<file path="config.mk">
export PLATFORM = sky130hd
export DESIGN_NAME = ifetch_queue
export DESIGN_NICKNAME = d
export VERILOG_FILES = /design/src/rtl/ifetch_queue.sv
export SDC_FILE = /design/constraint.sdc
export NUM_CORES = 1
export LEC_CHECK = 0
export CORE_UTILIZATION = 45
export DETAILED_ROUTE_END_ITERATION = 7
export PLACE_DENSITY = 0.68
export SETUP_SLACK_MARGIN = 0.5
export SYNTH_ARGS = -nofsm -noshare
export SYNTH_HDL_FRONTEND = slang
export SYNTH_SLANG_ARGS = --single-unit
export TNS_END_PERCENT = 100
</file>
<file path="constraint.sdc">
create_clock -name clk -period 6.1 [get_ports clk]
set_input_delay 0.61 -clock clk [delete_from_list [all_inputs] [get_ports clk]]
set_output_delay 0.61 -clock clk [all_outputs]
set_load 0.02 [all_outputs]
</file>
<file path="src/rtl/ifetch_queue.sv">
// Instruction fetch front end: drives the instruction memory from fetch_pc and
// buffers returned words (with fault info) in a small FIFO toward decode.
module ifetch_queue #(
  parameter logic [63:0] RESET_PC   = 64'h0,
  parameter int          FIFO_DEPTH = 4
) (
  input  logic        clk,
  input  logic        rst,
  output logic [63:0] imem_addr,
  input  logic [31:0] imem_instr,
  input  logic        imem_exc_en,
  input  logic [3:0]  imem_exc_code,
  input  logic [63:0] imem_exc_val,
  input  logic        redirect_en,
  input  logic [63:0] redirect_pc,
  output logic        out_valid,
  input  logic        out_ready,
  output logic [31:0] out_instr,
  output logic [63:0] out_pc,
  output logic        out_exc_en,
  output logic [3:0]  out_exc_code,
  output logic [63:0] out_exc_val,
  output logic        fetch_halted
);

  localparam int          AW      = $clog2(FIFO_DEPTH);
  localparam logic [31:0] NOP     = 32'h0000_0013;
  localparam logic [AW:0] PTR_ONE = (AW + 1)'(1);

  typedef struct packed {
    logic [63:0] pc;
    logic [31:0] instr;
    logic        exc_en;
    logic [3:0]  exc_code;
    logic [63:0] exc_val;
  } entry_t;

  entry_t      mem [FIFO_DEPTH];
  entry_t      new_entry;
  entry_t      head;
  logic [63:0] fetch_pc;
  logic        halted;
  logic [AW:0] wr_ptr, rd_ptr;
  logic        empty, full, pop, push, misaligned, push_fault;

  // One extra pointer bit distinguishes full from empty when the indices match.
  assign empty = (wr_ptr == rd_ptr);
  assign full  = (wr_ptr[AW] != rd_ptr[AW]) && (wr_ptr[AW-1:0] == rd_ptr[AW-1:0]);
  assign pop   = out_valid & out_ready;
  assign push  = !halted && !redirect_en && (!full || pop);

  assign misaligned = (fetch_pc[1:0] != 2'b00);
  assign push_fault = misaligned || imem_exc_en;

  // Misalignment is detected locally and overrides whatever memory returned.
  always_comb begin
    new_entry.pc       = fetch_pc;
    new_entry.instr    = imem_instr;
    new_entry.exc_en   = imem_exc_en;
    new_entry.exc_code = imem_exc_code;
    new_entry.exc_val  = imem_exc_val;
    if (misaligned) begin
      new_entry.instr    = NOP;
      new_entry.exc_en   = 1'b1;
      new_entry.exc_code = 4'd0;
      new_entry.exc_val  = fetch_pc;
    end else if (imem_exc_en) begin
      new_entry.instr = NOP;
    end
  end

  // NOTE: sequential state uses non-blocking assignments so every register
  // samples pre-edge values regardless of statement order.
  always_ff @(posedge clk) begin
    if (rst) begin
      fetch_pc <= RESET_PC;
      halted   <= 1'b0;
      wr_ptr   <= '0;
      rd_ptr   <= '0;
    end else if (redirect_en) begin
      fetch_pc <= redirect_pc;
      halted   <= 1'b0;
      wr_ptr   <= '0;
      rd_ptr   <= '0;
    end else begin
      if (pop) rd_ptr <= rd_ptr + PTR_ONE;
      if (push) begin
        wr_ptr <= wr_ptr + PTR_ONE;
        if (push_fault) halted <= 1'b1;
        else            fetch_pc <= fetch_pc + 64'd4;
      end
    end
  end

  // NOTE: queue storage is not reset; the pointers alone define which entries
  // are live, so stale contents are never observed.
  always_ff @(posedge clk) begin
    if (push) mem[wr_ptr[AW-1:0]] <= new_entry;
  end

  assign head = mem[rd_ptr[AW-1:0]];

  always_comb begin
    out_valid    = !empty;
    out_instr    = NOP;
    out_pc       = '0;
    out_exc_en   = 1'b0;
    out_exc_code = '0;
    out_exc_val  = '0;
    if (!empty) begin
      out_instr    = head.instr;
      out_pc       = head.pc;
      out_exc_en   = head.exc_en;
      out_exc_code = head.exc_code;
      out_exc_val  = head.exc_val;
    end
  end

  assign imem_addr    = fetch_pc;
  assign fetch_halted = halted;

endmodule

</file>
==> run metrics <==
Post-Syn Area per Cell 17.37 µm²; adder and majority cell fraction of the synthesized area 0.2477%; Reg2Reg Depth 5; CP Capture Point out_pc[22]; Main synth FF type edfxtp_1; Layout Cells excl Fill 3024; fmax 234.9 MHz; post-synthesis cell area 30300 µm²; core box area 66220 µm²; clk root buf clkbuf_16; Static Leakage 12.00 nW; CP Max Fanout 116; final hold vios 0; Worst Hold Class input port to register; Synth Area in XOR/XNOR 1.676%; Place WS 2.378 ns; multiplexer share of the synthesized area 14.68%; Layout Skew 0.02512 ns; largest net degree at the start of global routing 117; multi-input logic area 8160 µm²; Crit. End Element output port; total grt overflow 0; MaxCap Viol Count 0; Port Buffers 399; nets@finish 2264; Die H 261.5 µm; GPL Wtd Cong 0.7847; FF+latch count, synth 733; register area 21290 µm²; Die ar. 68380 µm²; fin crit period 4.258 ns; initial core utilization 45.77%; Synth Warn # 0; WP data arrival 3.65 ns; I/O Pins 400; total placed instance area 34870 µm²; Compound-Gate Fraction of Synth Area 1.796%; Worst R2R Start wr_ptr[0]$_SDFFE_PP0P_; Clk pin slew, worst setup/hold paths 0.06 ns; Post-Layout Inst Area 37450 µm²; Post-route DRC 0; Post-synth ARST share 0%; Hold Buf Count CTS 0; total power draw 0.01175 W; via density per instance 5.522; proportion of layout cells with a drive suffix above 1 17.36%; number of H-tree levels 3; final-report max-slew violation count 0; VDD IR max 0.0001781 V; most common cell after layout, fill and taps aside edfxtp_1; leading cell types in the layout, fill and taps excluded edfxtp_1, clkdlybuf4s50_1, and2_1; Total GRT Usage 21.66%; drt first pass iters 5; Worst-Margin Slew 1.143 ns; CTS tree built; syn_nets 1920; num rows 94; reg2reg setup slack 2.91 ns; largest family of logic cells by synthesized area multiplexers; Die W 261.5 µm; FILL cells 5037; CTS resizes 0; CTS Buf Count 75; Critical R2R Capture mem[2][38]$_DFFE_PP_; number of flops mapped to enable cells by yosys 660; status complete, no violations; Synth Instances 1745; vias in the first global route 16703; via total after detailed routing 16700; kind of critical path register to output port; Post-CTS Setup Repair Bufs 0; final worst slack 1.842 ns; Critical Path Start Type register; RSZ-0062 raised after global routing no; Iter 0 DRT Violations 1055; TNS Setup 0 ns; total clock sinks 733; Routed Antenna Nets 0; Finish-stage setup viols 0; Req. time, crit path 5.49 ns; first-pass GRT wire length 108300 µm; Post-Route WL 74040 µm; Clock Path Buffers 3; Clock Latency Late Sink 0.62 ns; area growth from synthesis to layout 23.59%; placed insts 2876; synth unique cells 41; Period Utilization, post-route 69.80%; Slew headroom 23.80%; Final HPWL DP 47420 µm; antenna violations before repair 10; routed len/inst 24.48 µm; PwrDens 313.7 nW/µm²; Critical Path Source wr_ptr[0]$_SDFFE_PP0P_; sequential area share after synthesis 70.22%; Simple-Gate Fraction of Synth Area 8.456%
-- metal layers --
layer	GRT usage [%]	vias to the layer above	wire, µm	share of wire, %
li1	-	7439	-	-
met1	29.48	8615	31150	42
met2	34.47	551	36210	49
met3	4.413	95	4553	6.1
met4	8.349	0	2132	2.9
met5	0	-	0	0
-- worst min path at each step --
stage,end,slack [ns],cells past startpoint,from
4_1_cts,imem_addr[4]$_SDFFE_PP0P_,0.53,3,redirect_pc[4]
2_1_floorplan,mem[0][148]$_DFFE_PP_,0.48,0,imem_addr[47]$_SDFFE_PP0P_
6_report,imem_addr[4]$_SDFFE_PP0P_,0.56,3,redirect_pc[4]
3_3_place_gp,wr_ptr[1]$_SDFFE_PP0P_,0.54,2,wr_ptr[1]$_SDFFE_PP0P_
5_1_grt,imem_addr[6]$_SDFFE_PP0P_,0.57,3,redirect_pc[6]
3_5_place_dp,fetch_halted$_SDFFE_PP0P_,0.55,2,fetch_halted$_SDFFE_PP0P_
-- worst max-delay path, cell delays in order, from the launching register on --
cell	delay [ns]
dfxtp_1	0.45
xnor2_1	0.16
and3_1	0.27
inv_4	0.77
buf_4	0.49
and2_1	0.20
clkdlybuf4s50_1	0.62
-- Yosys cell counts, types with 3 or more instances --
library cell    n  share of area, %
nor2_1         77              0.95
a21oi_1        16              0.26
or2_2           5              0.10
ha_1            6              0.25
mux2i_1         9              0.30
xor2_1          8              0.23
and2_1        202               4.2
nand2b_1        3             0.062
and4_1          5              0.14
a211oi_1       33              0.82
or4_1           3             0.074
a311oi_1        8              0.23
or3_1           8              0.17
clkbuf_1       76              0.94
nor3_1         23              0.38
nor4_1         23              0.47
nand2_1        52              0.64
xnor2_1        50               1.4
mux4_2        165                12
buf_1          18              0.22
nand3_1        25              0.41
edfxtp_1      660                65
inv_1          13              0.16
mux2_2         57               2.1
nand4_1        25              0.52
dfxtp_1        73               4.8
and3_1          8              0.17
o21bai_1        5              0.12
o21ai_0        14              0.23
buf_4          64               1.6
-- sequential cells by signal, summed over array words and instances, names as in the netlist, named ones only --
name,flops
fetch_halted,1
imem_addr,64
mem,660
rd_ptr,3
wr_ptr,3
-- where the power goes --
| part | switching [W] | total, W | internal [W] |
|---|---|---|---|
| logic | 0.000611 | 0.00118 | 0.000567 |
| clock network | 0.00184 | 0.00472 | 0.00288 |
| registers | 0.000132 | 0.00585 | 0.00572 |
| total | 0.00259 | 0.0117 | 0.00916 |
-- cell type report --
class | instances | area share (%)
clock inverters | 33 | 1.102
clock buffers | 104 | 5.723
repair buffers | 425 | 11.44
multi-input cells | 840 | 21.79
well taps | 864 | 2.886
flip-flops and latches | 733 | 56.84
inverters | 14 | 0.1503
diodes | 11 | 0.07350
-- metrics by stage --
step	hold slack, ns	utilization [%]
2_1_floorplan	0.4812	-
3_3_place_gp	0.5372	52.66
3_5_place_dp	0.5519	52.66
4_1_cts	0.5271	56.52
5_1_grt	0.5747	56.56
6_report	0.5584	56.56
-- kinds of logic after synthesis --
family                   after synthesis
buffers and inverters                172
AND/OR/NAND/NOR                      464
adder cells (fa/ha/maj)                6
AO/OA/AOI/OAI                         81
XOR/XNOR                              58
multiplexers                         231
flip-flops                           733
Note: power is estimated with default switching activity, not from simulation.
